<file path="config.mk">
export PLATFORM = sky130hd
export DESIGN_NAME = pipe_stage_reg_flat
export DESIGN_NICKNAME = d
export VERILOG_FILES = /design/src/rtl/pipe_stage_reg_if.sv /design/src/rtl/pipe_stage_reg.sv /design/src/flat_wrapper.sv
export SDC_FILE = /design/constraint.sdc
export NUM_CORES = 1
export LEC_CHECK = 0
export BUFFER_PORTS_ARGS = -buffer_cell sky130_fd_sc_hd__buf_2
export CORE_MARGIN = 2
export CORE_UTILIZATION = 43
export CTS_CLUSTER_SIZE = 8
export DETAILED_ROUTE_END_ITERATION = 8
export GPL_TIMING_DRIVEN = 0
export PLACE_DENSITY = 0.8
export SLEW_MARGIN = 10
export SYNTH_ARGS = -nofsm -noshare
export SYNTH_HDL_FRONTEND = slang
export SYNTH_SLANG_ARGS = --single-unit
</file>
<file path="constraint.sdc">
create_clock -name clk -period 5 [get_ports clk]
set_input_delay 1 -clock clk [delete_from_list [all_inputs] [get_ports clk]]
set_output_delay 1 -clock clk [all_outputs]
set_load 0.01 [all_outputs]
</file>
<file path="src/rtl/pipe_stage_reg_if.sv">
// Handshake/payload bundle between two pipeline stages plus the stage register's debug counters.
interface pipe_stage_reg_if #(
   parameter int unsigned DATA_W  = 64,
   parameter int unsigned STALL_W = 6,
   parameter int unsigned CNT_W   = 16
);
   logic [STALL_W-1:0] stall;
   logic               flush;
   logic               in_valid;
   logic [DATA_W-1:0]  in_data;
   logic               out_valid;
   logic [DATA_W-1:0]  out_data;
   logic [CNT_W-1:0]   bubble_cnt;
   logic [CNT_W-1:0]   flush_cnt;
   logic [CNT_W-1:0]   hold_run;
   logic               stall_timeout;

   modport master (
      output stall, flush, in_valid, in_data,
      input  out_valid, out_data, bubble_cnt, flush_cnt, hold_run, stall_timeout
   );

   modport slave (
      input  stall, flush, in_valid, in_data,
      output out_valid, out_data, bubble_cnt, flush_cnt, hold_run, stall_timeout
   );
endinterface

</file>
<file path="src/rtl/pipe_stage_reg.sv">
// Inter-stage pipeline register with hold, bubble, flush and payload normalisation,
// plus saturating debug counters and a sticky stall-timeout flag.
module pipe_stage_reg #(
   parameter int unsigned     DATA_W  = 64,
   parameter int unsigned     STALL_W = 6,
   parameter int unsigned     STAGE   = 1,
   parameter logic [DATA_W-1:0] BUBBLE = '0,
   parameter int unsigned     CNT_W   = 16,
   parameter int unsigned     TIMEOUT = 1024
) (
   input logic            clk,
   input logic            reset,
   pipe_stage_reg_if.slave bus
);
   localparam logic [CNT_W-1:0] CNT_MAX     = '1;
   localparam logic [CNT_W-1:0] TIMEOUT_PRE = CNT_W'(TIMEOUT - 1);

   logic              us;
   logic              ds;
   logic              valid_q;
   logic [DATA_W-1:0] data_q;
   logic [CNT_W-1:0]  bubble_cnt_q;
   logic [CNT_W-1:0]  flush_cnt_q;
   logic [CNT_W-1:0]  hold_run_q;
   logic              timeout_q;

   assign us = bus.stall[STAGE];

   // The last stage has no downstream stall bit, so it can never be held.
   if (STAGE == STALL_W - 1) begin : g_last
      assign ds = 1'b0;
   end else begin : g_mid
      assign ds = bus.stall[STAGE+1];
   end

   always_ff @(posedge clk) begin
      if (reset) begin
         valid_q      <= 1'b0;
         data_q       <= BUBBLE;
         bubble_cnt_q <= '0;
         flush_cnt_q  <= '0;
         hold_run_q   <= '0;
         timeout_q    <= 1'b0;
      end else if (bus.flush) begin
         valid_q    <= 1'b0;
         data_q     <= BUBBLE;
         hold_run_q <= '0;
         if (valid_q && (flush_cnt_q != CNT_MAX)) flush_cnt_q <= flush_cnt_q + 1'b1;
      end else if (ds) begin
         if (hold_run_q != CNT_MAX) hold_run_q <= hold_run_q + 1'b1;
         if (hold_run_q == TIMEOUT_PRE) timeout_q <= 1'b1;
      end else if (us) begin
         valid_q    <= 1'b0;
         data_q     <= BUBBLE;
         hold_run_q <= '0;
         if (bubble_cnt_q != CNT_MAX) bubble_cnt_q <= bubble_cnt_q + 1'b1;
      end else begin
         valid_q    <= bus.in_valid;
         data_q     <= bus.in_valid ? bus.in_data : BUBBLE;
         hold_run_q <= '0;
      end
   end

   assign bus.out_valid     = valid_q;
   assign bus.out_data      = data_q;
   assign bus.bubble_cnt    = bubble_cnt_q;
   assign bus.flush_cnt     = flush_cnt_q;
   assign bus.hold_run      = hold_run_q;
   assign bus.stall_timeout = timeout_q;
endmodule

</file>
<file path="src/flat_wrapper.sv">
// flat-port wrapper written by rule: the top's interface ports become plain ports
module pipe_stage_reg_flat 
#(
   parameter int unsigned     DATA_W  = 64,
   parameter int unsigned     STALL_W = 6,
   parameter int unsigned     STAGE   = 1,
   parameter logic [DATA_W-1:0] BUBBLE = '0,
   parameter int unsigned     CNT_W   = 16,
   parameter int unsigned     TIMEOUT = 1024
)
  (clk, reset, bus_stall, bus_flush, bus_in_valid, bus_in_data, bus_out_valid, bus_out_data, bus_bubble_cnt, bus_flush_cnt, bus_hold_run, bus_stall_timeout);
  pipe_stage_reg_if #(.DATA_W(DATA_W), .STALL_W(STALL_W), .CNT_W(CNT_W)) bus_i ();
  input logic clk;
  input logic reset;
  input wire logic [$bits(bus_i.stall)-1:0] bus_stall;
  input wire logic [$bits(bus_i.flush)-1:0] bus_flush;
  input wire logic [$bits(bus_i.in_valid)-1:0] bus_in_valid;
  input wire logic [$bits(bus_i.in_data)-1:0] bus_in_data;
  output wire logic [$bits(bus_i.out_valid)-1:0] bus_out_valid;
  output wire logic [$bits(bus_i.out_data)-1:0] bus_out_data;
  output wire logic [$bits(bus_i.bubble_cnt)-1:0] bus_bubble_cnt;
  output wire logic [$bits(bus_i.flush_cnt)-1:0] bus_flush_cnt;
  output wire logic [$bits(bus_i.hold_run)-1:0] bus_hold_run;
  output wire logic [$bits(bus_i.stall_timeout)-1:0] bus_stall_timeout;
  assign bus_i.stall = bus_stall;
  assign bus_i.flush = bus_flush;
  assign bus_i.in_valid = bus_in_valid;
  assign bus_i.in_data = bus_in_data;
  assign bus_out_valid = bus_i.out_valid;
  assign bus_out_data = bus_i.out_data;
  assign bus_bubble_cnt = bus_i.bubble_cnt;
  assign bus_flush_cnt = bus_i.flush_cnt;
  assign bus_hold_run = bus_i.hold_run;
  assign bus_stall_timeout = bus_i.stall_timeout;
  pipe_stage_reg #(.DATA_W(DATA_W), .STALL_W(STALL_W), .STAGE(STAGE), .BUBBLE(BUBBLE), .CNT_W(CNT_W), .TIMEOUT(TIMEOUT)) u_core (.clk(clk), .reset(reset), .bus(bus_i));
endmodule
</file>
* Yosys cells after proc, flatten, opt, wreduce, memory -nomap -nowiden
Index checks and enable logic that the tools add are counted.
Storage, ports and cells: memories 0, ROM bits 0, flip-flop bits (word level) 114, input bits 74, bits in latches 0, bits in writable memories 0
Cells by class: div/mod/pow operators 0, eq/ne operators 4, reductions and logical operators 6, shift-type cells 0, bitwise gates (word level) 2, muxes and demuxes 3, $mul 0, add/subtract/negate cells 3, $lt $le $gt $ge 0
Operators by type and width (number):
- $mux W64 | 2
- $add A16 B1 Y16 const B | 3
- $ne A16 B16 Y1 const B | 3
- $eq A16 B10 Y1 const B | 1
- $reduce_and A4 Y1 | 1
- $reduce_and A3 Y1 | 1
- $reduce_or A3 Y1 | 1
- $not A1 Y1 | 2
- $reduce_and A2 Y1 | 1
- $reduce_or A2 Y1 | 1
- $logic_and A1 B1 Y1 | 1
- $mux W1 | 1

* Logic depth before layout (Yosys ltp)
depth after elaboration 3, gate-level depth with buffers 7

* Worst setup path after synthesis
OpenSTA, ideal clock, no wires.
kind input -> register, start point input bus_stall[2], end point register u_core.bubble_cnt_q[15], in the netlist u_core.bus.bubble_cnt[15], data required time 4930 ps, stages on the path 4, buffers on the path 0, arrival 2085 ps, path slack 2844 ps, library setup time 70 ps, path through nor3b_4 > nand3_2 > or4_1 > a21oi_1
Between the ends: cells in the longest elaborated chain, start to end 2
Ends and longest elaborated chain:
- start: declaration | RTL line flat_wrapper.sv:15 | input wire logic [$bits(bus_i.stall)-1:0] bus_stall;
- $not A1 Y1 (no source line)
- $reduce_and A4 Y1 (no source line)
- end signal: assignment | RTL line pipe_stage_reg.sv:56 | if (bubble_cnt_q != CNT_MAX) bubble_cnt_q <= bubble_cnt_q + 1'b1;
- end: declaration | RTL line pipe_stage_reg.sv:22 | logic [CNT_W-1:0] bubble_cnt_q;
No other way between the ends. A chain may end at the register's enable or synchronous reset.

* Worst setup path after layout
start point register u_core.flush_cnt_q[0], in the netlist u_core.bus.flush_cnt[0], end point output bus_flush_cnt[0]
RTL lines:
- start: declaration | RTL line pipe_stage_reg.sv:23 | logic [CNT_W-1:0] flush_cnt_q;
- start signal: assignment | RTL line pipe_stage_reg.sv:48 | if (valid_q && (flush_cnt_q != CNT_MAX)) flush_cnt_q <= flush_cnt_q + 1'b1;
- end: declaration | RTL line flat_wrapper.sv:22 | output wire logic [$bits(bus_i.flush_cnt)-1:0] bus_flush_cnt;
No word-level cell between the ends.

==> summary.txt <==
Run status
  • Outcome: complete, no violations

Synth
  • Syn Area/Cell: 10.13 sq um
  • Syn nets: 521
  • YS warnings: 0
  • Synth Instances: 444
  • Synth top area share: 50.72%
  • Synth unique cells: 50
  • Dominant synthesized flop cell: dfxtp_1
  • Sequential area share after synthesis: 50.72%
  • Number of synthesized register bits: 114
  • Yosys top cell by area: dfxtp_1
  • Synth top area cells: dfxtp_1, a22o_1, a21oi_1
  • Post-synth EDFFs: 0
  • Post-Syn Area: 4499 sq um
  • FFs w/ async S/R, synth: 0%

Timing
  • Count of final max-slew check failures: 0
  • Setup ws final: 2.807 ns
  • Setup tns final: 0 ns
  • Endpoints failing setup: 0
  • Worst Clk Skew: 0.01960 ns
  • Max frequency: 456.1 MHz
  • RSZ-0062 raised after global routing: false
  • Worst-margin pin slew: 0.4944 ns
  • Slew margin rel.: 67.04%
  • Final worst path period need: 2.193 ns
  • Final Hold Fails: 0
  • Part of the cycle the worst path needs: 43.85%

Drt
  • Total Routed Length: 13.00 mm
  • Met1 WL: 5.407 mm
  • Drt wl/cell: 16.35 um
  • Routed met3 length: 917 um
  • Initial drt markers: 323
  • DRC viols: 0
  • Met2 wire length: 6.519 mm
  • Pre-antenna DRT Iters: 6
  • Vias/cell: 5.567
  • Via count: 4,426
  • Top Metal Used: met4
  • ANT nets after route: 0

Global routing
  • Gr usage total: 22.90%
  • Vias in the first global route: 4,284
  • GRT overflow: 0
  • First-pass GRT wire length: 20.68 mm
  • Largest net degree at the start of global routing: 17
  • Initial antenna violation count: 0

Final layout
  • Final Non-Filler Cells: 795
  • Most frequent cells in the layout: buf_2, dfxtp_1, a22o_1, a21oi_1
  • Filler cell count: 852
  • Combined area of the multi-input logic cells: 2100 sq um
  • Layout cells sized above 1: 35.51%
  • Most common cell after layout, fill and taps aside: buf_2
  • Area growth, synth to finish: 36.87%
  • Layout Utilization: 60.19%
  • Fin nets: 723
  • Sequential cell area: 2282 sq um
  • Diode count: 0

Setup path
  • Worst Path Arrival: 1.19 ns
  • CP Depth: 1
  • Worst Path Max Fanout: 6
  • Slowest stage cell, crit path: dfxtp_1
  • Worst R2R Start: u_core.bus.bubble_cnt[0]
  • CP Class: reg -> out
  • Crit path buf inv count: 1
  • R2R Setup Slk: 2.93 ns
  • WP data required: 4.00 ns
  • Cell breakdown of the critical path: buf_2
  • Cell family with most CP delay: flip-flops
  • Crit path to: bus_flush_cnt[0]
  • Crit path from: u_core.bus.flush_cnt[0]
  • R2R depth: 6
  • CP Capture Type: primary output
  • Crit start category: flop
  • Worst reg2reg endpoint: u_core.bus.bubble_cnt[9]
  • Max stage delay on crit path: 0.48 ns

Pwr
  • Leak: 2.729 nW
  • Overall Power: 0.002151 W
  • Internal cell power: 0.001660 W
  • Psw: 0.0004907 W
  • Pwr Density: 349.3 nW/um^2
  • Gate power share: 3.4%
  • Sequential share of power: 42.9%
  • Clock power frac: 53.8%
  • Max VDD drop: 0.2006 mV
  • Switching Share: 22.81%

Floorplanning
  • Standard-cell rows: 37
  • Core Region: 10,230 sq um
  • Die W: 106.3 um
  • Initial Utilization: 43.98%
  • I/O pin cnt: 188
  • Die H: 106.3 um
  • Overall die area: 11,300 sq um

Clock network
  • Setup bufs post-CTS: 0
  • CTS tree: done
  • Clock tree buffer depth: 2
  • Clock Root Buffer: clkbuf_8
  • Clk sink count: 114
  • H-tree depth: 4
  • CTS Buf Count: 17
  • Post-cts sizing count: 0
  • Cts hold-fix bufs: 0
  • Worst skew pair latency: 0.52 ns
  • Worst-path clk slew: 0.06 ns

Placed design
  • Dpl cells: 763
  • Post-DP HPWL: 9.638 mm
  • Pre-CTS WS: 2.181 ns
  • Final GP Congestion: 0.8239
  • PortBufs: 183

Job
  • Max Cap Viol: 0

Min path
  • Hold WC Path Type: reg -> reg
[Yosys cell counts, drive strengths merged, types with 12 or more instances]
library cell / n
a21oi: 29
a22o: 64
buf: 12
clkbuf: 12
dfxtp: 114
nand2: 18
nand3: 18
nand4: 16
nor2: 18
o21ai: 19
o31ai: 13
or3: 16
or4: 13
[metrics by stage]
step | cell area (sq um) | hold WS (ns)
after CTS | 6158 | 0.4762
final | 6158 | 0.4742
after detailed placement | 5585 | 0.4602
after global routing | 6158 | 0.4883
after global placement | 5585 | 0.4581
after floorplan | 4499 | 0.5043
[layer usage]
| metal | vias up | GRT usage (%) |
|---|---|---|
| li1 | 2144 | - |
| met1 | 2090 | 26.40 |
| met2 | 177 | 39.79 |
| met3 | 15 | 7.725 |
| met4 | 0 | 7.519 |
| met5 | - | 0 |
[how the worst min path moves through the flow]
stage	from	end	slack, ns	depth (start not counted)
global placement	u_core.bus.out_data[13]	u_core.bus.out_data[13]	0.46	1
CTS	u_core.bus.out_data[42]	u_core.bus.out_data[42]	0.48	1
finish	u_core.bus.out_data[56]	u_core.bus.out_data[56]	0.47	1
detailed placement	u_core.bus.out_data[11]	u_core.bus.out_data[11]	0.46	1
global route	u_core.bus.out_data[54]	u_core.bus.out_data[54]	0.49	1
floorplan	u_core.bus.bubble_cnt[14]	u_core.bus.bubble_cnt[14]	0.50	2
[layout make-up]
class / count / share of cell area (%)
Multi-Input combinational cell: 301 / 34.09
Inverter: 5 / 0.3048
Tap cell: 136 / 2.763
Buffer: 24 / 1.605
Timing Repair Buffer: 183 / 14.87
Sequential cell: 114 / 37.06
Clock inverter: 15 / 2.580
Clock buffer: 17 / 6.725
[flip-flops by register name, indices dropped and copies added, names as in the netlist]
register	count
u_core.bus.out_data	64
u_core.bus.stall_timeout	1
u_core.bus.flush_cnt	16
u_core.bus.hold_run	16
u_core.bus.out_valid	1
u_core.bus.bubble_cnt	16
[kinds of logic after synthesis]
logic type / count (synthesis) / share of synthesized area, %
and+or+nand+nor: 147 / 20.08
DFF: 114 / 50.72
buffers and inverters: 29 / 2.614
AOI/OAI and AO/OA: 142 / 23.72
xor gates and xnor gates: 3 / 0.5841
muxes: 6 / 1.446
adders and majority gates: 3 / 0.8343
[power groups by stage]
stage | logic [W] | registers (W) | clock network, W
floorplan | 0.0000237 | 0.000944 | 0
global placement | 0.0000714 | 0.000941 | 0
detailed placement | 0.0000737 | 0.000941 | 0
CTS | 0.0000737 | 0.000922 | 0.00117
global route | 0.0000803 | 0.000922 | 0.00122
finish | 0.0000729 | 0.000922 | 0.00116
Power figures use the tool's default switching activity.
